**src/rtl/rail_power_sequencer_if.sv**
```systemverilog
// Board-side bundle for rail_power_sequencer.
// master: the board / host (drives the enable request and the raw power-good pins).
// slave : the sequencer (drives regulator enables and status).
interface rail_power_sequencer_if #(
    parameter int NUM_RAILS = 4
);
    logic                 enable;
    logic [NUM_RAILS-1:0] pg;
    logic [NUM_RAILS-1:0] en;
    logic                 all_good;
    logic                 fault;
    logic [3:0]           fault_rail;
    logic [2:0]           state;

    modport master (
        output enable,
        output pg,
        input  en,
        input  all_good,
        input  fault,
        input  fault_rail,
        input  state
    );

    modport slave (
        input  enable,
        input  pg,
        output en,
        output all_good,
        output fault,
        output fault_rail,
        output state
    );
endinterface

```
**src/rtl/rail_power_sequencer.sv**
```systemverilog
// N-rail power sequencer: brings regulator enables up in index order, each
// rail gated by its power-good plus a settle hold, supervises power-good while
// running, and brings rails down in reverse order. Any supervision failure
// drops every rail at once and parks in FAULT for a cooldown.
//
// Optional build macro PWRSEQ_RETRY_EN: after a fault's cooldown, with enable
// still high, retry the whole ramp up to RETRY_MAX times before LOCKOUT.
// Without it, a fault with enable held high goes straight to LOCKOUT.
//
// state     | meaning
// ----------+------------------------------------------------------------
// IDLE      | all rails off, waiting for enable
// UP_WAIT   | en[idx] asserted, waiting for pg_s[idx] (timeout = fault)
// UP_SETTLE | pg_s[idx] seen, holding before the next rail
// RUN       | all rails up, all_good=1, supervising every pg_s
// DN_WAIT   | en[idx] cleared, waiting for pg_s[idx] low (timeout is benign)
// DN_SETTLE | holding before the next lower rail is released
// FAULT     | all rails off, cooldown timer running
// LOCKOUT   | all rails off until enable is withdrawn
module rail_power_sequencer #(
    parameter int NUM_RAILS       = 4,
    parameter int CNT_W           = 16,
    parameter int TIMEOUT_CYCLES  = 40000,
    parameter int SETTLE_CYCLES   = 6400,
    parameter int COOLDOWN_CYCLES = 40000,
    parameter int RETRY_MAX       = 2
) (
    input  logic                  sysclk,
    input  logic                  reset_INV,
    rail_power_sequencer_if.slave bus
);

    localparam int               IDX_W       = (NUM_RAILS > 1) ? $clog2(NUM_RAILS) : 1;
    localparam logic [IDX_W-1:0] LAST_IDX    = IDX_W'(NUM_RAILS - 1);
    localparam logic [63:0]      CNT_MAX     = (64'd1 << CNT_W) - 64'd1;
    localparam logic [CNT_W-1:0] TIMEOUT_LD  = CNT_W'(TIMEOUT_CYCLES);
    localparam logic [CNT_W-1:0] SETTLE_LD   = CNT_W'(SETTLE_CYCLES);
    localparam logic [CNT_W-1:0] COOLDOWN_LD = CNT_W'(COOLDOWN_CYCLES);

    // Parameter sanity: refuse to elaborate an unusable configuration.
    generate
        if (NUM_RAILS < 1 || NUM_RAILS > 16) begin : g_bad_num_rails
            $error("rail_power_sequencer: NUM_RAILS must be in 1..16");
        end
        if (CNT_W < 1 || CNT_W > 63 ||
            64'(TIMEOUT_CYCLES)  > CNT_MAX ||
            64'(SETTLE_CYCLES)   > CNT_MAX ||
            64'(COOLDOWN_CYCLES) > CNT_MAX) begin : g_bad_cnt_w
            $error("rail_power_sequencer: CNT_W too narrow for a *_CYCLES value");
        end
        if (RETRY_MAX < 0) begin : g_bad_retry_max
            $error("rail_power_sequencer: RETRY_MAX must be non-negative");
        end
    endgenerate

    typedef enum logic [2:0] {
        IDLE      = 3'd0,
        UP_WAIT   = 3'd1,
        UP_SETTLE = 3'd2,
        RUN       = 3'd3,
        DN_WAIT   = 3'd4,
        DN_SETTLE = 3'd5,
        FAULT     = 3'd6,
        LOCKOUT   = 3'd7
    } state_t;

    state_t               state_q, state_d;
    logic [IDX_W-1:0]     idx_q, idx_d;
    logic [CNT_W-1:0]     timer_q, timer_d;
    logic [NUM_RAILS-1:0] en_q, en_d;
    logic [3:0]           fault_rail_q, fault_rail_d;
    logic [NUM_RAILS-1:0] pg_meta_q, pg_s_q;

`ifdef PWRSEQ_RETRY_EN
    localparam int RETRY_W = (RETRY_MAX > 0) ? $clog2(RETRY_MAX + 1) : 1;
    logic [RETRY_W-1:0] retries_q, retries_d;
`endif

    logic             up_bad, run_bad;
    logic [3:0]       low_up, low_run;
    logic [IDX_W-1:0] idx_inc, idx_dec;
    logic             timer_zero;

    assign idx_inc    = idx_q + 1'b1;
    assign idx_dec    = idx_q - 1'b1;
    assign timer_zero = (timer_q == '0);

    // Two-flop synchronizer for the asynchronous board power-good pins.
    always_ff @(posedge sysclk or negedge reset_INV) begin
        if (!reset_INV) begin
            pg_meta_q <= '0;
            pg_s_q    <= '0;
        end else begin
            pg_meta_q <= bus.pg;
            pg_s_q    <= pg_meta_q;
        end
    end

    // Lowest rail with power-good low: over all rails (RUN) and over rails 0..idx (UP_SETTLE).
    always_comb begin
        up_bad  = 1'b0;
        run_bad = 1'b0;
        low_up  = '0;
        low_run = '0;
        for (int k = NUM_RAILS - 1; k >= 0; k--) begin
            if (!pg_s_q[k]) begin
                run_bad = 1'b1;
                low_run = 4'(k);
                if (k <= int'(idx_q)) begin
                    up_bad = 1'b1;
                    low_up = 4'(k);
                end
            end
        end
    end

    // State, index, timer, enables and fault record.
    always_ff @(posedge sysclk or negedge reset_INV) begin
        if (!reset_INV) begin
            state_q      <= IDLE;
            idx_q        <= '0;
            timer_q      <= '0;
            en_q         <= '0;
            fault_rail_q <= '0;
`ifdef PWRSEQ_RETRY_EN
            retries_q    <= '0;
`endif
        end else begin
            state_q      <= state_d;
            idx_q        <= idx_d;
            timer_q      <= timer_d;
            en_q         <= en_d;
            fault_rail_q <= fault_rail_d;
`ifdef PWRSEQ_RETRY_EN
            retries_q    <= retries_d;
`endif
        end
    end

    // Next-state logic; the timer free-runs down to 0 and is reloaded on each state entry.
    always_comb begin
        state_d      = state_q;
        idx_d        = idx_q;
        en_d         = en_q;
        fault_rail_d = fault_rail_q;
        timer_d      = timer_zero ? '0 : timer_q - 1'b1;
`ifdef PWRSEQ_RETRY_EN
        retries_d    = bus.enable ? retries_q : '0;
`endif

        case (state_q)
            IDLE: begin
                en_d = '0;
                if (bus.enable) begin
                    idx_d   = '0;
                    en_d[0] = 1'b1;
                    timer_d = TIMEOUT_LD;
                    state_d = UP_WAIT;
                end
            end

            UP_WAIT: begin
                if (!pg_s_q[idx_q] && timer_zero) begin
                    en_d         = '0;
                    fault_rail_d = 4'(idx_q);
                    timer_d      = COOLDOWN_LD;
                    state_d      = FAULT;
                end else if (!bus.enable) begin
                    en_d[idx_q] = 1'b0;
                    timer_d     = TIMEOUT_LD;
                    state_d     = DN_WAIT;
                end else if (pg_s_q[idx_q]) begin
                    timer_d = SETTLE_LD;
                    state_d = UP_SETTLE;
                end
            end

            UP_SETTLE: begin
                if (up_bad) begin
                    en_d         = '0;
                    fault_rail_d = low_up;
                    timer_d      = COOLDOWN_LD;
                    state_d      = FAULT;
                end else if (!bus.enable) begin
                    en_d[idx_q] = 1'b0;
                    timer_d     = TIMEOUT_LD;
                    state_d     = DN_WAIT;
                end else if (timer_zero) begin
                    if (idx_q == LAST_IDX) begin
                        state_d = RUN;
`ifdef PWRSEQ_RETRY_EN
                        retries_d = '0;
`endif
                    end else begin
                        idx_d         = idx_inc;
                        en_d[idx_inc] = 1'b1;
                        timer_d       = TIMEOUT_LD;
                        state_d       = UP_WAIT;
                    end
                end
            end

            RUN: begin
                if (run_bad) begin
                    en_d         = '0;
                    fault_rail_d = low_run;
                    timer_d      = COOLDOWN_LD;
                    state_d      = FAULT;
                end else if (!bus.enable) begin
                    idx_d          = LAST_IDX;
                    en_d[LAST_IDX] = 1'b0;
                    timer_d        = TIMEOUT_LD;
                    state_d        = DN_WAIT;
                end
            end

            // A rail that never reports low is released anyway once the timer runs out.
            DN_WAIT: begin
                if (!pg_s_q[idx_q] || timer_zero) begin
                    timer_d = SETTLE_LD;
                    state_d = DN_SETTLE;
                end
            end

            DN_SETTLE: begin
                if (timer_zero) begin
                    if (idx_q == '0) begin
                        en_d    = '0;
                        state_d = IDLE;
                    end else begin
                        idx_d         = idx_dec;
                        en_d[idx_dec] = 1'b0;
                        timer_d       = TIMEOUT_LD;
                        state_d       = DN_WAIT;
                    end
                end
            end

            FAULT: begin
                en_d = '0;
                if (timer_zero) begin
                    if (!bus.enable) begin
                        state_d = IDLE;
`ifdef PWRSEQ_RETRY_EN
                    end else if (retries_q < RETRY_W'(RETRY_MAX)) begin
                        retries_d = retries_q + 1'b1;
                        idx_d     = '0;
                        en_d[0]   = 1'b1;
                        timer_d   = TIMEOUT_LD;
                        state_d   = UP_WAIT;
`endif
                    end else begin
                        state_d = LOCKOUT;
                    end
                end
            end

            LOCKOUT: begin
                en_d = '0;
                if (!bus.enable) begin
                    state_d = IDLE;
                end
            end

            default: begin
                en_d    = '0;
                state_d = IDLE;
            end
        endcase
    end

    assign bus.en         = en_q;
    assign bus.all_good   = (state_q == RUN);
    assign bus.fault      = (state_q == FAULT) || (state_q == LOCKOUT);
    assign bus.fault_rail = fault_rail_q;
    assign bus.state      = state_q;

endmodule

```
**src/flat_wrapper.sv**
```systemverilog
// flat-port wrapper written by rule: the top's interface ports become plain ports
module rail_power_sequencer_flat 
#(
    parameter int NUM_RAILS       = 4,
    parameter int CNT_W           = 16,
    parameter int TIMEOUT_CYCLES  = 40000,
    parameter int SETTLE_CYCLES   = 6400,
    parameter int COOLDOWN_CYCLES = 40000,
    parameter int RETRY_MAX       = 2
)
  (sysclk, reset_INV, bus_enable, bus_pg, bus_en, bus_all_good, bus_fault, bus_fault_rail, bus_state);
  rail_power_sequencer_if #(.NUM_RAILS(NUM_RAILS)) bus_i ();
  input  logic sysclk;
  input  logic reset_INV;
  input wire logic [$bits(bus_i.enable)-1:0] bus_enable;
  input wire logic [$bits(bus_i.pg)-1:0] bus_pg;
  output wire logic [$bits(bus_i.en)-1:0] bus_en;
  output wire logic [$bits(bus_i.all_good)-1:0] bus_all_good;
  output wire logic [$bits(bus_i.fault)-1:0] bus_fault;
  output wire logic [$bits(bus_i.fault_rail)-1:0] bus_fault_rail;
  output wire logic [$bits(bus_i.state)-1:0] bus_state;
  assign bus_i.enable = bus_enable;
  assign bus_i.pg = bus_pg;
  assign bus_en = bus_i.en;
  assign bus_all_good = bus_i.all_good;
  assign bus_fault = bus_i.fault;
  assign bus_fault_rail = bus_i.fault_rail;
  assign bus_state = bus_i.state;
  rail_power_sequencer #(.NUM_RAILS(NUM_RAILS), .CNT_W(CNT_W), .TIMEOUT_CYCLES(TIMEOUT_CYCLES), .SETTLE_CYCLES(SETTLE_CYCLES), .COOLDOWN_CYCLES(COOLDOWN_CYCLES), .RETRY_MAX(RETRY_MAX)) u_core (.sysclk(sysclk), .reset_INV(reset_INV), .bus(bus_i));
endmodule
```
**config.mk**
```make
export PLATFORM = sky130hd
export DESIGN_NAME = rail_power_sequencer_flat
export DESIGN_NICKNAME = d
export VERILOG_FILES = /design/src/rtl/rail_power_sequencer_if.sv /design/src/rtl/rail_power_sequencer.sv /design/src/flat_wrapper.sv
export SDC_FILE = /design/constraint.sdc
export NUM_CORES = 1
export LEC_CHECK = 0
export ABC_AREA = 1
export BUFFER_PORTS_ARGS = -buffer_cell sky130_fd_sc_hd__buf_2
export CORE_MARGIN = 3
export CORE_UTILIZATION = 61
export CTS_CLUSTER_DIAMETER = 30
export DETAILED_ROUTE_END_ITERATION = 8
export GPL_TIMING_DRIVEN = 1
export PLACE_DENSITY = 0.8
export SYNTH_ARGS = -nofsm -noshare
export SYNTH_HDL_FRONTEND = slang
export SYNTH_SLANG_ARGS = --single-unit
```
**constraint.sdc**
```tcl
create_clock -name sysclk -period 2.45 [get_ports sysclk]
set_clock_uncertainty 0.05 [all_clocks]
set_input_delay 0 -clock sysclk [delete_from_list [all_inputs] [get_ports sysclk]]
set_output_delay 0 -clock sysclk [all_outputs]
set_load 0.03 [all_outputs]
```
==> run summary <==
status -> complete, no violations
vias in the first global route -> 2811
DIE AREA -> 0.00578 mm²
hold_sp -> bus_enable
clock sinks -> 35
setup bufs post-CTS -> 0
Clk pwr share -> 13.8%
Vias -> 3076
largest stage delay on the critical path -> 470 ps
Cell Chain, Critical Path -> inv_2 -> ha_1 -> o21ai_0 -> nand2_1 -> nand2_1 -> nand2_1 -> inv_2 -> nand3_1 -> nand2_2 -> inv_1 -> nand2_2 -> nand2_1 -> nand2_1
via density per instance -> 5.72
Final HPWL DP -> 5640 µm
Post-DRT Antenna Nets -> 0
gr usage total -> 27.7%
cell depth of the worst flop-to-flop path -> 13
fin crit period -> 2170 ps
GP Congestion -> 1.00
Worst path most repeated cell -> nand2_1
RSZ-0062 raised after global routing -> no
Routed WL per cell -> 14.3 µm
initial core utilization -> 65.9%
min-delay worst type -> in -> reg
TritonRoute pass-1 iters -> 5
first-pass GRT wire length -> 13200 µm
initial antenna violation count -> 0
Setup violations, final -> 0
max cap viols -> 0
Port-buffer cells -> 17
Hold Path Depth -> 4
Max FO, Critical Path -> 9
standard-cell row count -> 24
cell area after synthesis -> 0.00299 mm²
Switch Pwr -> 2.11 mW
setup tns final -> 0 ps
WP data arrival -> 2350 ps
clk buf depth -> 2
Routed WL -> 7670 µm
Seq pwr share -> 23.9%
die height -> 76.0 µm
Power Density -> 1220 mW/mm²
delay-heaviest family, CP -> simple AND/OR/NAND/NOR gates
Synth cell types -> 37
number of hold violations in the final report -> 0
nets -> 487
slew margin rel. -> 48.1%
Finished Core Util -> 71.9%
Critical Path Start Type -> register
commonest non-fill, non-tap cell in the layout -> nand2_1
Critical Path Start -> u_core.idx_q[0]
commonest cells after routing, fill and taps aside -> 126 x nand2_1, 55 x nand3_1, 41 x nor2_1
Worst Setup End Kind -> register
slowest CP cell -> dfrtp_1
area growth from synthesis to layout -> 9.04%
clk_lat worst skew -> 300 ps
Critical path buffers and inverters -> 3
max-slew violations -> 0
dpl cell area -> 0.00309 mm²
Syn Inst Count -> 453
endpoint of the worst register-to-register path -> u_core.bus.state[1]
diode count -> 0
ratio of cells with drive above 1 in the final layout -> 16.3%
Finished Cell Area -> 0.00326 mm²
Iter 0 DRT Violations -> 416
FF-to-FF Start -> u_core.idx_q[0]
LEAKAGE -> 1.71 nW
Design Power -> 3.96 mW
actual slew at the worst max-slew pin -> 778 ps
Sw Share -> 53.3%
Die Wd -> 76.0 µm
final period utilization -> 88.4%
Core Region -> 0.00453 mm²
CTS root buf -> clkbuf_8
reg-to-reg slack, setup -> 280 ps
DRC violations left -> 0
WHS Endpoint -> u_core.timer_q[6]
clock slew at reported path FFs -> 80 ps
P_int -> 1.85 mW
TritonCTS buffer count -> 5
#FFs+latches synth -> 35
Max VDD drop -> 0.598 mV
GRT overflow -> 0
fmax -> 462 MHz
TritonCTS clock tree -> built
Top Ports -> 20
CP Data Required Time -> 2630 ps
largest net degree at the start of global routing -> 36
hold_ws -> 138 ps
CTS H-tree depth -> 2
Yosys Warn Count -> 0
Setup CP Type -> reg -> reg
combinational share of power -> 62.3%
Seq/Total Area, Yosys -> 29.3%
Mean Syn Cell Area -> 6.60 µm²
==> routing by layer <==
layer	global-route usage (%)	vias up	share of wire, %	wire (µm)
li1	-	1514	-	-
met1	35.3	1409	42	3190
met2	47.6	133	49	3750
met3	4.49	20	7.1	544
met4	10.1	0	2.4	186
met5	0	-	0	0
==> cell families after synthesis <==
logic type      synth area share [%]
simple gates                    44.4
other cells                    0.125
buf+inv                         9.37
fa+ha+maj                       3.35
flops                           29.3
compound gates                  11.2
xor+xnor                        2.34
==> worst register-to-register path, cell delays in order (launching register included) <==
cell     delay [ps]
dfrtp_1         470
inv_2           110
ha_1            220
o21ai_0         240
nand2_1         100
nand2_1          90
nand2_1          80
inv_2           150
nand3_1         110
nand2_2         150
inv_1           120
nand2_2         100
nand2_1          50
nand2_1          70
==> metrics by stage <==
step	cells	setup slack, ps
2_1_floorplan	454	610
3_3_place_gp	525	443
3_5_place_dp	525	326
4_1_cts	538	295
5_1_grt	538	29.8
6_report	538	284
==> Yosys cell counts (all sizes together) <==
cell    number  area, µm²
nand2      137        557
nand3       58        313
nor2        56        298
inv         51        194
dfrtp       35        876
o21ai       28        151
a21oi       24        124
nand4       16        100
buf         10       66.3
ha           8        100
xor2         7       61.3
nor3         6       40.0
o211ai       3       22.5
or2          3       18.8
a22oi        2       15.0
clkbuf       2       7.51
clkinv       2       12.5
o22ai        2       12.5
a32oi        1       8.76
conb         1       3.75
xnor2        1       8.76
==> worst max-delay path by stage <==
stage / cells after the start / to
CTS: 13 / u_core.bus.state[1]
detailed placement: 13 / u_core.bus.state[1]
global placement: 12 / u_core.bus.en[3]
finish: 13 / u_core.bus.state[1]
floorplan: 12 / u_core.bus.state[2]
global route: 13 / u_core.bus.state[0]
==> state kept, by name, summed over array words and instances (netlist names) <==
register	flops
u_core.bus.en	4
u_core.bus.fault_rail	2
u_core.bus.state	3
u_core.idx_q	2
u_core.pg_meta_q	4
u_core.pg_s_q	4
u_core.timer_q	16
==> timing repair <==
item | CTS | global route
hold buffers | 5 | 0
endpoints found under the hold margin | 39 | 0
resized for setup | 0 | 0
==> final cells by class <==
class                           count  area, µm²
Sequential cell                    35        876
Fill cell                         378       1270
Tap cell                           65       81.3
Clock inverter                      3       47.5
Inverter                           53        206
Clock buffer                        5       68.8
Timing Repair Buffer               23        143
Multi-Input combinational cell    354       1840
==> power groups by stage <==
| stage | clock network [mW] | logic, mW | registers [mW] |
|---|---|---|---|
| finish | 0.546 | 2.47 | 0.948 |
| global route | 0.580 | 2.75 | 0.978 |
| CTS | 0.552 | 2.44 | 0.944 |
| detailed placement | 0 | 2.41 | 0.956 |
| global placement | 0 | 2.38 | 0.949 |
| floorplan | 0 | 1.89 | 0.966 |
(Power assumes the default switching activity.)
